[config.mk]
export PLATFORM = sky130hd
export DESIGN_NAME = photon_gate_counter
export DESIGN_NICKNAME = d
export VERILOG_FILES = /design/src/rtl/photon_pkg.sv /design/src/rtl/pulse_edge_sync.sv /design/src/rtl/photon_gate_counter.sv
export SDC_FILE = /design/constraint.sdc
export NUM_CORES = 1
export LEC_CHECK = 0
export BUFFER_PORTS_ARGS = -buffer_cell sky130_fd_sc_hd__clkbuf_2
export CAP_MARGIN = 20
export CORE_MARGIN = 4
export CORE_UTILIZATION = 50
export DETAILED_ROUTE_END_ITERATION = 10
export PLACE_DENSITY = 0.69
export RECOVER_POWER = 100
export SLEW_MARGIN = 40
export SYNTH_ARGS = -nofsm -noshare
export SYNTH_HDL_FRONTEND = slang
export SYNTH_SLANG_ARGS = --single-unit
[constraint.sdc]
create_clock -name clk -period 7.3 [get_ports clk]
set_clock_uncertainty 0.05 [all_clocks]
set_input_delay 0.365 -clock clk [delete_from_list [all_inputs] [get_ports clk]]
set_output_delay 0.365 -clock clk [all_outputs]
set_load 0.02 [all_outputs]
[src/rtl/photon_pkg.sv]
// Shared constants, FSM encoding and helpers for the photon gate counter.
package photon_pkg;

    localparam int PULSE_W   = 16;
    localparam int RAW_W     = 32;

    // Drawable histogram span in pixels; the count is clamped to this height.
    localparam int HIST_X0   = 12;
    localparam int HIST_X1   = 228;
    localparam int CLAMP_MAX = HIST_X1 - HIST_X0;

    // One second at 50 MHz.
    localparam int unsigned GATE_CYCLES_DEFAULT = 50_000_000;

    typedef enum logic [1:0] {
        ST_IDLE  = 2'd0,
        ST_ARM   = 2'd1,
        ST_COUNT = 2'd2,
        ST_LATCH = 2'd3
    } gate_state_e;

    // Increment that sticks at all-ones instead of wrapping.
    function automatic logic [RAW_W-1:0] sat_inc(input logic [RAW_W-1:0] v);
        return (v == {RAW_W{1'b1}}) ? v : v + RAW_W'(1);
    endfunction

endpackage

[src/rtl/pulse_edge_sync.sv]
// Synchronizes the asynchronous detector line, rejects short glitches and
// emits a single-cycle edge per accepted high period.
module pulse_edge_sync #(
    parameter int unsigned DEGLITCH = 1
) (
    input  logic clk,
    input  logic rst_n,
    input  logic pulse_i,
    output logic edge_o
);

    // The edge fires on the DEGLITCH-th consecutive high sample; the run
    // counter then parks one above that so the same high period cannot fire again.
    localparam logic [3:0] HIT_CNT = 4'(DEGLITCH - 1);
    localparam logic [3:0] SAT_CNT = 4'(DEGLITCH);

    logic       sync1_q;
    logic       sync2_q;
    logic [3:0] run_q;
    logic [3:0] run_d;

    // Two-flop synchronizer on the raw pin.
    always_ff @(posedge clk or negedge rst_n) begin
        if (!rst_n) begin
            sync1_q <= 1'b0;
            sync2_q <= 1'b0;
        end else begin
            sync1_q <= pulse_i;
            sync2_q <= sync1_q;
        end
    end

    // Count consecutive synced-high samples; any low sample restarts the run.
    always_comb begin
        run_d = run_q;
        if (!sync2_q) begin
            run_d = '0;
        end else if (run_q != SAT_CNT) begin
            run_d = run_q + 4'd1;
        end
    end

    // Run-length register.
    always_ff @(posedge clk or negedge rst_n) begin
        if (!rst_n) begin
            run_q <= '0;
        end else begin
            run_q <= run_d;
        end
    end

    assign edge_o = sync2_q && (run_q == HIT_CNT);

endmodule

[src/rtl/photon_gate_counter.sv]
// Counts deglitched detector pulses over back-to-back gate windows and
// publishes a scaled, clamped count with a one-cycle update strobe.
module photon_gate_counter #(
    parameter int unsigned GATE_CYCLES = photon_pkg::GATE_CYCLES_DEFAULT,
    parameter int unsigned DEGLITCH    = 1,
    parameter int unsigned CLAMP_MAX   = photon_pkg::CLAMP_MAX
) (
    input  logic        clk,
    input  logic        rst_n,
    input  logic        en,
    input  logic        iPulse,
    input  logic [3:0]  iScaleShift,
    output logic [15:0] oPulseCounter,
    output logic        oDataUpdate,
    output logic [31:0] oRawCount,
    output logic        oClamped,
    output logic        oOverflow
);
    import photon_pkg::*;

    localparam logic [RAW_W-1:0]   TIMER_LOAD = RAW_W'(GATE_CYCLES - 1);
    localparam logic [RAW_W-1:0]   CLAMP_RAW  = RAW_W'(CLAMP_MAX);
    localparam logic [PULSE_W-1:0] CLAMP_PC   = PULSE_W'(CLAMP_MAX);

    gate_state_e        state_q, state_d;
    logic [RAW_W-1:0]   timer_q, timer_d;
    logic [RAW_W-1:0]   raw_q, raw_d;
    logic               ovf_q, ovf_d;

    logic [PULSE_W-1:0] pc_q;
    logic [RAW_W-1:0]   rawout_q;
    logic               clamped_q;
    logic               ovfout_q;

    logic               edge_w;
    logic               latch_w;
    logic [RAW_W-1:0]   scaled_w;
    logic               clamp_hit_w;
    logic [PULSE_W-1:0] pc_res_w;

    pulse_edge_sync #(
        .DEGLITCH (DEGLITCH)
    ) u_edge (
        .clk     (clk),
        .rst_n   (rst_n),
        .pulse_i (iPulse),
        .edge_o  (edge_w)
    );

    assign latch_w = (state_q == ST_LATCH);

    // Gate window sequencing: timer, raw pulse count and overflow flag.
    always_comb begin
        state_d = state_q;
        timer_d = timer_q;
        raw_d   = raw_q;
        ovf_d   = ovf_q;
        unique case (state_q)
            ST_IDLE: begin
                timer_d = '0;
                raw_d   = '0;
                ovf_d   = 1'b0;
                if (en) state_d = ST_ARM;
            end
            ST_ARM: begin
                timer_d = TIMER_LOAD;
                raw_d   = '0;
                ovf_d   = 1'b0;
                state_d = ST_COUNT;
                if (!en) begin
                    state_d = ST_IDLE;
                    timer_d = '0;
                end
            end
            ST_COUNT: begin
                if (!en) begin
                    state_d = ST_IDLE;
                    timer_d = '0;
                    raw_d   = '0;
                    ovf_d   = 1'b0;
                end else begin
                    // An edge in the timer==0 cycle still belongs to this window.
                    if (edge_w) begin
                        raw_d = sat_inc(raw_q);
                        if (raw_q == {RAW_W{1'b1}}) ovf_d = 1'b1;
                    end
                    if (timer_q == '0) begin
                        state_d = ST_LATCH;
                    end else begin
                        timer_d = timer_q - RAW_W'(1);
                    end
                end
            end
            ST_LATCH: begin
                // Next window starts here, so an edge this cycle is its first count.
                timer_d = TIMER_LOAD;
                raw_d   = edge_w ? RAW_W'(1) : '0;
                ovf_d   = 1'b0;
                state_d = ST_COUNT;
                if (!en) begin
                    state_d = ST_IDLE;
                    timer_d = '0;
                    raw_d   = '0;
                end
            end
            default: state_d = ST_IDLE;
        endcase
    end

    // Control and counting registers.
    always_ff @(posedge clk or negedge rst_n) begin
        if (!rst_n) begin
            state_q <= ST_IDLE;
            timer_q <= '0;
            raw_q   <= '0;
            ovf_q   <= 1'b0;
        end else begin
            state_q <= state_d;
            timer_q <= timer_d;
            raw_q   <= raw_d;
            ovf_q   <= ovf_d;
        end
    end

    // Window result: shift first, then clamp the full 32-bit value.
    always_comb begin
        scaled_w    = raw_q >> iScaleShift;
        clamp_hit_w = (scaled_w > CLAMP_RAW);
        pc_res_w    = clamp_hit_w ? CLAMP_PC : scaled_w[PULSE_W-1:0];
    end

    // Hold the published result from the LATCH cycle until the next one.
    always_ff @(posedge clk or negedge rst_n) begin
        if (!rst_n) begin
            pc_q      <= '0;
            rawout_q  <= '0;
            clamped_q <= 1'b0;
            ovfout_q  <= 1'b0;
        end else if (latch_w) begin
            pc_q      <= pc_res_w;
            rawout_q  <= raw_q;
            clamped_q <= clamp_hit_w;
            ovfout_q  <= ovf_q;
        end
    end

    // The new result is visible in the strobe cycle itself.
    assign oDataUpdate   = latch_w;
    assign oPulseCounter = latch_w ? pc_res_w    : pc_q;
    assign oRawCount     = latch_w ? raw_q       : rawout_q;
    assign oClamped      = latch_w ? clamp_hit_w : clamped_q;
    assign oOverflow     = latch_w ? ovf_q       : ovfout_q;

endmodule

==> run_results.csv <==
group,metric,value,unit
placed_design,post-place-ws,3.25,ns
cells_and_area,final_net_count,800,
worst_setup_path,crit_path_kind,"reg2out",
worst_setup_path,setup.worst_path.end_class,"primary output",
clocking,tritoncts,"built",
synth,syn_nets,778,
routing,num_vias,5742,
timing,min_period_over_period,64.2,%
clocking,cts_setup_buffers,0,
synth,post_synth_top_flop,"sky130_fd_sc_hd__dfrtp_1",
routing,vias_per_cell,5.86,
clocking,clkLatencyLatePin,0.42,ns
clocking,path_clk_slew,0.05,ns
floorplan,start_util,51.3,%
timing,setup_viol_count_final,0,
floorplan,dieArea,16300,µm²
synth,synth.top_cells.by_count,"sky130_fd_sc_hd__nand2_1, sky130_fd_sc_hd__dfrtp_1, sky130_fd_sc_hd__nor2_1",
cells_and_area,layout-drive-gt1-share,10.6,%
routing,avgRoutedWirePerCell,17.1,µm
synth,synthesis.instances,765,
placed_design,dpl_cell_area,7470,µm²
floorplan,rows,43,
clocking,cts_buf_count,17,
timing,period_minus_slack,4.69,ns
routing,drc,0,
synth,synth-seq-cells,123,
global_routing,all_layer_global_routing_usage,21.4,%
synth,yosysSeqAreaShare,42.9,%
global_routing,wire_length_of_the_first_global_routing_pass,28200,µm
run_status,violations,"max-capacitance violations, max-slew violations",
cells_and_area,area.growth.synth_to_final,10.7,%
power_and_ir_drop,p_leak,3.40,nW
timing,rsz0062_at_grt,"false",
timing,final.hold.worst_slack,0.183,ns
synth,postSynth.asyncResetShare,100,%
synth,synth.top_cell.area_share,42.9,%
timing,timing.final.hold_violations,0,
timing,final_critical_path_setup_slack,2.61,ns
cells_and_area,antennaDiodeCount,0,
clocking,holdBufCountCts,2,
timing,timing_worst_slew_pin_value,2.71,ns
floorplan,die_y,128,µm
clocking,clock_sink_count,123,
global_routing,grt_pass1_vias,5735,
worst_hold_path,hold_path_depth,2,
routing,drt_first_iter_violations,550,
clocking,cts_htree_levels,4,
synth,ys_top_cells_by_area,"sky130_fd_sc_hd__dfrtp_1, sky130_fd_sc_hd__mux4_2, sky130_fd_sc_hd__nand2_1",
synth,yosys.area.top_type,"sky130_fd_sc_hd__dfrtp_1",
floorplan,die_width,128,µm
power_and_ir_drop,power_consumption,1.88,mW
global_routing,overflow,0,
synth,edff_count_synth,0,
worst_setup_path,required,6.88,ns
routing,detail_route.first_pass.iterations,5,
flow_run,max_cap_violations,2,
power_and_ir_drop,worst_voltage_drop_across_the_vdd_grid,176,µV
global_routing,antenna_found_initial,0,
synth,postSynthAreaPerCell,9.38,µm²
floorplan,design.core.area,14000,µm²
synth,post_synth_instance_area,7170,µm²
routing,route.antenna.remaining_nets,0,
global_routing,maximum_number_of_pins_on_one_net_before_global_route_repair,74,
synth,synth_cell_types,63,
worst_setup_path,timing.critical_path.arrival,4.27,ns
floorplan,num_io_pins,59,
worst_setup_path,cp_max_fo,48,
clocking,clk_root_buffer_cell,"sky130_fd_sc_hd__clkbuf_16",
clocking,cts-resized-gates,0,
placed_design,place_congestion,0.902,
worst_setup_path,reg2reg_depth,4,
timing,slew_headroom,-80.6,%
power_and_ir_drop,power_density,236,nW/µm²
timing,max_clock_freq,213,MHz
timing,fin_tns_setup,0,ns
cells_and_area,final_area,7940,µm²
cells_and_area,fillerInstances,1243,
synth,synth.most_common_cell,"sky130_fd_sc_hd__nand2_1",
routing,drt-total-wl,16800,µm
worst_hold_path,holdCritPathClass,"in2reg",
placed_design,post-dp-hpwl,11100,µm
worst_setup_path,start_kind,"flop",
synth,ys.warnings.count,0,
timing,drv_slew,101,
clocking,ctsLongestPathBuffers,2,
run_status,run_status,"finished, violations left",
placed_design,port_buffers,58,
## worst max-delay path, cell delays in order (launching register included)
cell                       delay [ns]
sky130_fd_sc_hd__dfrtp_1         0.44
sky130_fd_sc_hd__nand2_1         0.15
sky130_fd_sc_hd__clkbuf_1        1.41
sky130_fd_sc_hd__inv_1           1.14
sky130_fd_sc_hd__o22a_1          0.51
sky130_fd_sc_hd__clkbuf_1        0.18
## sequential cells by signal (all words and copies together) (netlist names)
signal	flops
u_edge.run_q	4
state_q	2
raw_q	32
pc_q	16
timer_q	32
clamped_q	1
ovf_q	1
u_edge.sync2_q	1
ovfout_q	1
rawout_q	32
u_edge.sync1_q	1
## cells in the final DEF, fill, tap and decap left out, types with 10 or more instances in the layout
cell type,count
sky130_fd_sc_hd__and2_0,11
sky130_fd_sc_hd__clkbuf_16,17
sky130_fd_sc_hd__clkbuf_1,55
sky130_fd_sc_hd__o21ai_0,24
sky130_fd_sc_hd__nor2_1,67
sky130_fd_sc_hd__and3_1,12
sky130_fd_sc_hd__nor3_1,30
sky130_fd_sc_hd__dfrtp_1,123
sky130_fd_sc_hd__nand2_1,149
sky130_fd_sc_hd__xnor2_1,22
sky130_fd_sc_hd__nand3_1,18
sky130_fd_sc_hd__a21oi_1,33
sky130_fd_sc_hd__or3_1,10
sky130_fd_sc_hd__xor2_1,31
sky130_fd_sc_hd__inv_1,13
sky130_fd_sc_hd__nor2b_1,11
sky130_fd_sc_hd__a211oi_1,13
sky130_fd_sc_hd__mux4_2,31
## power by group
part           switching (mW)  internal (mW)  total, mW
clock                   0.308          0.449      0.757
combinational           0.233          0.134      0.367
sequential             0.0316          0.724      0.755
total                   0.573           1.31       1.88
## routing by layer
metal	routed length [µm]	global-route usage [%]	up-vias
met2	8310	35.1	167
li1	-	-	2722
met3	932	5.58	28
met1	7280	27.9	2825
met5	0	0	-
met4	280	6.62	0
## path summary, 6_finish.rpt
kind,start,slack [ns],to
setup / recovery,state_q[1],2.61,oPulseCounter[4]
hold / removal,en,0.18,state_q[1]
setup reg to reg,state_q[1],3.45,pc_q[4]
hold reg to reg,u_edge.sync1_q,0.30,u_edge.sync2_q
max in group asynchronous,rst_n,4.18,raw_q[27]
min in group asynchronous,rst_n,1.31,pc_q[14]
## stage by stage
step | cells | utilization [%]
after detailed placement | 946 | 53.4
after global placement | 946 | 53.3
final | 980 | 56.8
after CTS | 980 | 57.3
after global routing | 980 | 56.8
after floorplan | 765 | -
## cell type report
type                            instances  area [µm²]  share of cell area, %
Timing Repair Buffer                   64         275                   3.47
Multi-Input combinational cell        567        3780                   47.6
Clock buffer                           21         460                   5.80
Clock inverter                         11        70.1                  0.882
Sequential cell                       123        3080                   38.7
Inverter                               14        52.6                  0.662
Tap cell                              180         225                   2.84
## kinds of logic (layout without fill, tap and decap cells)
logic type | after synthesis | after routing | share of synthesized area, %
AND/OR/NAND/NOR | 353 | 353 | 23.0
flip-flops | 123 | 123 | 42.9
AO/OA/AOI/OAI | 114 | 114 | 10.8
buffers and inverters | 75 | 110 | 4.39
XOR/XNOR | 53 | 53 | 6.47
multiplexers | 42 | 42 | 11.6
adder cells (fa/ha/maj) | 5 | 5 | 0.872
Note: power is estimated with default switching activity, not from simulation.
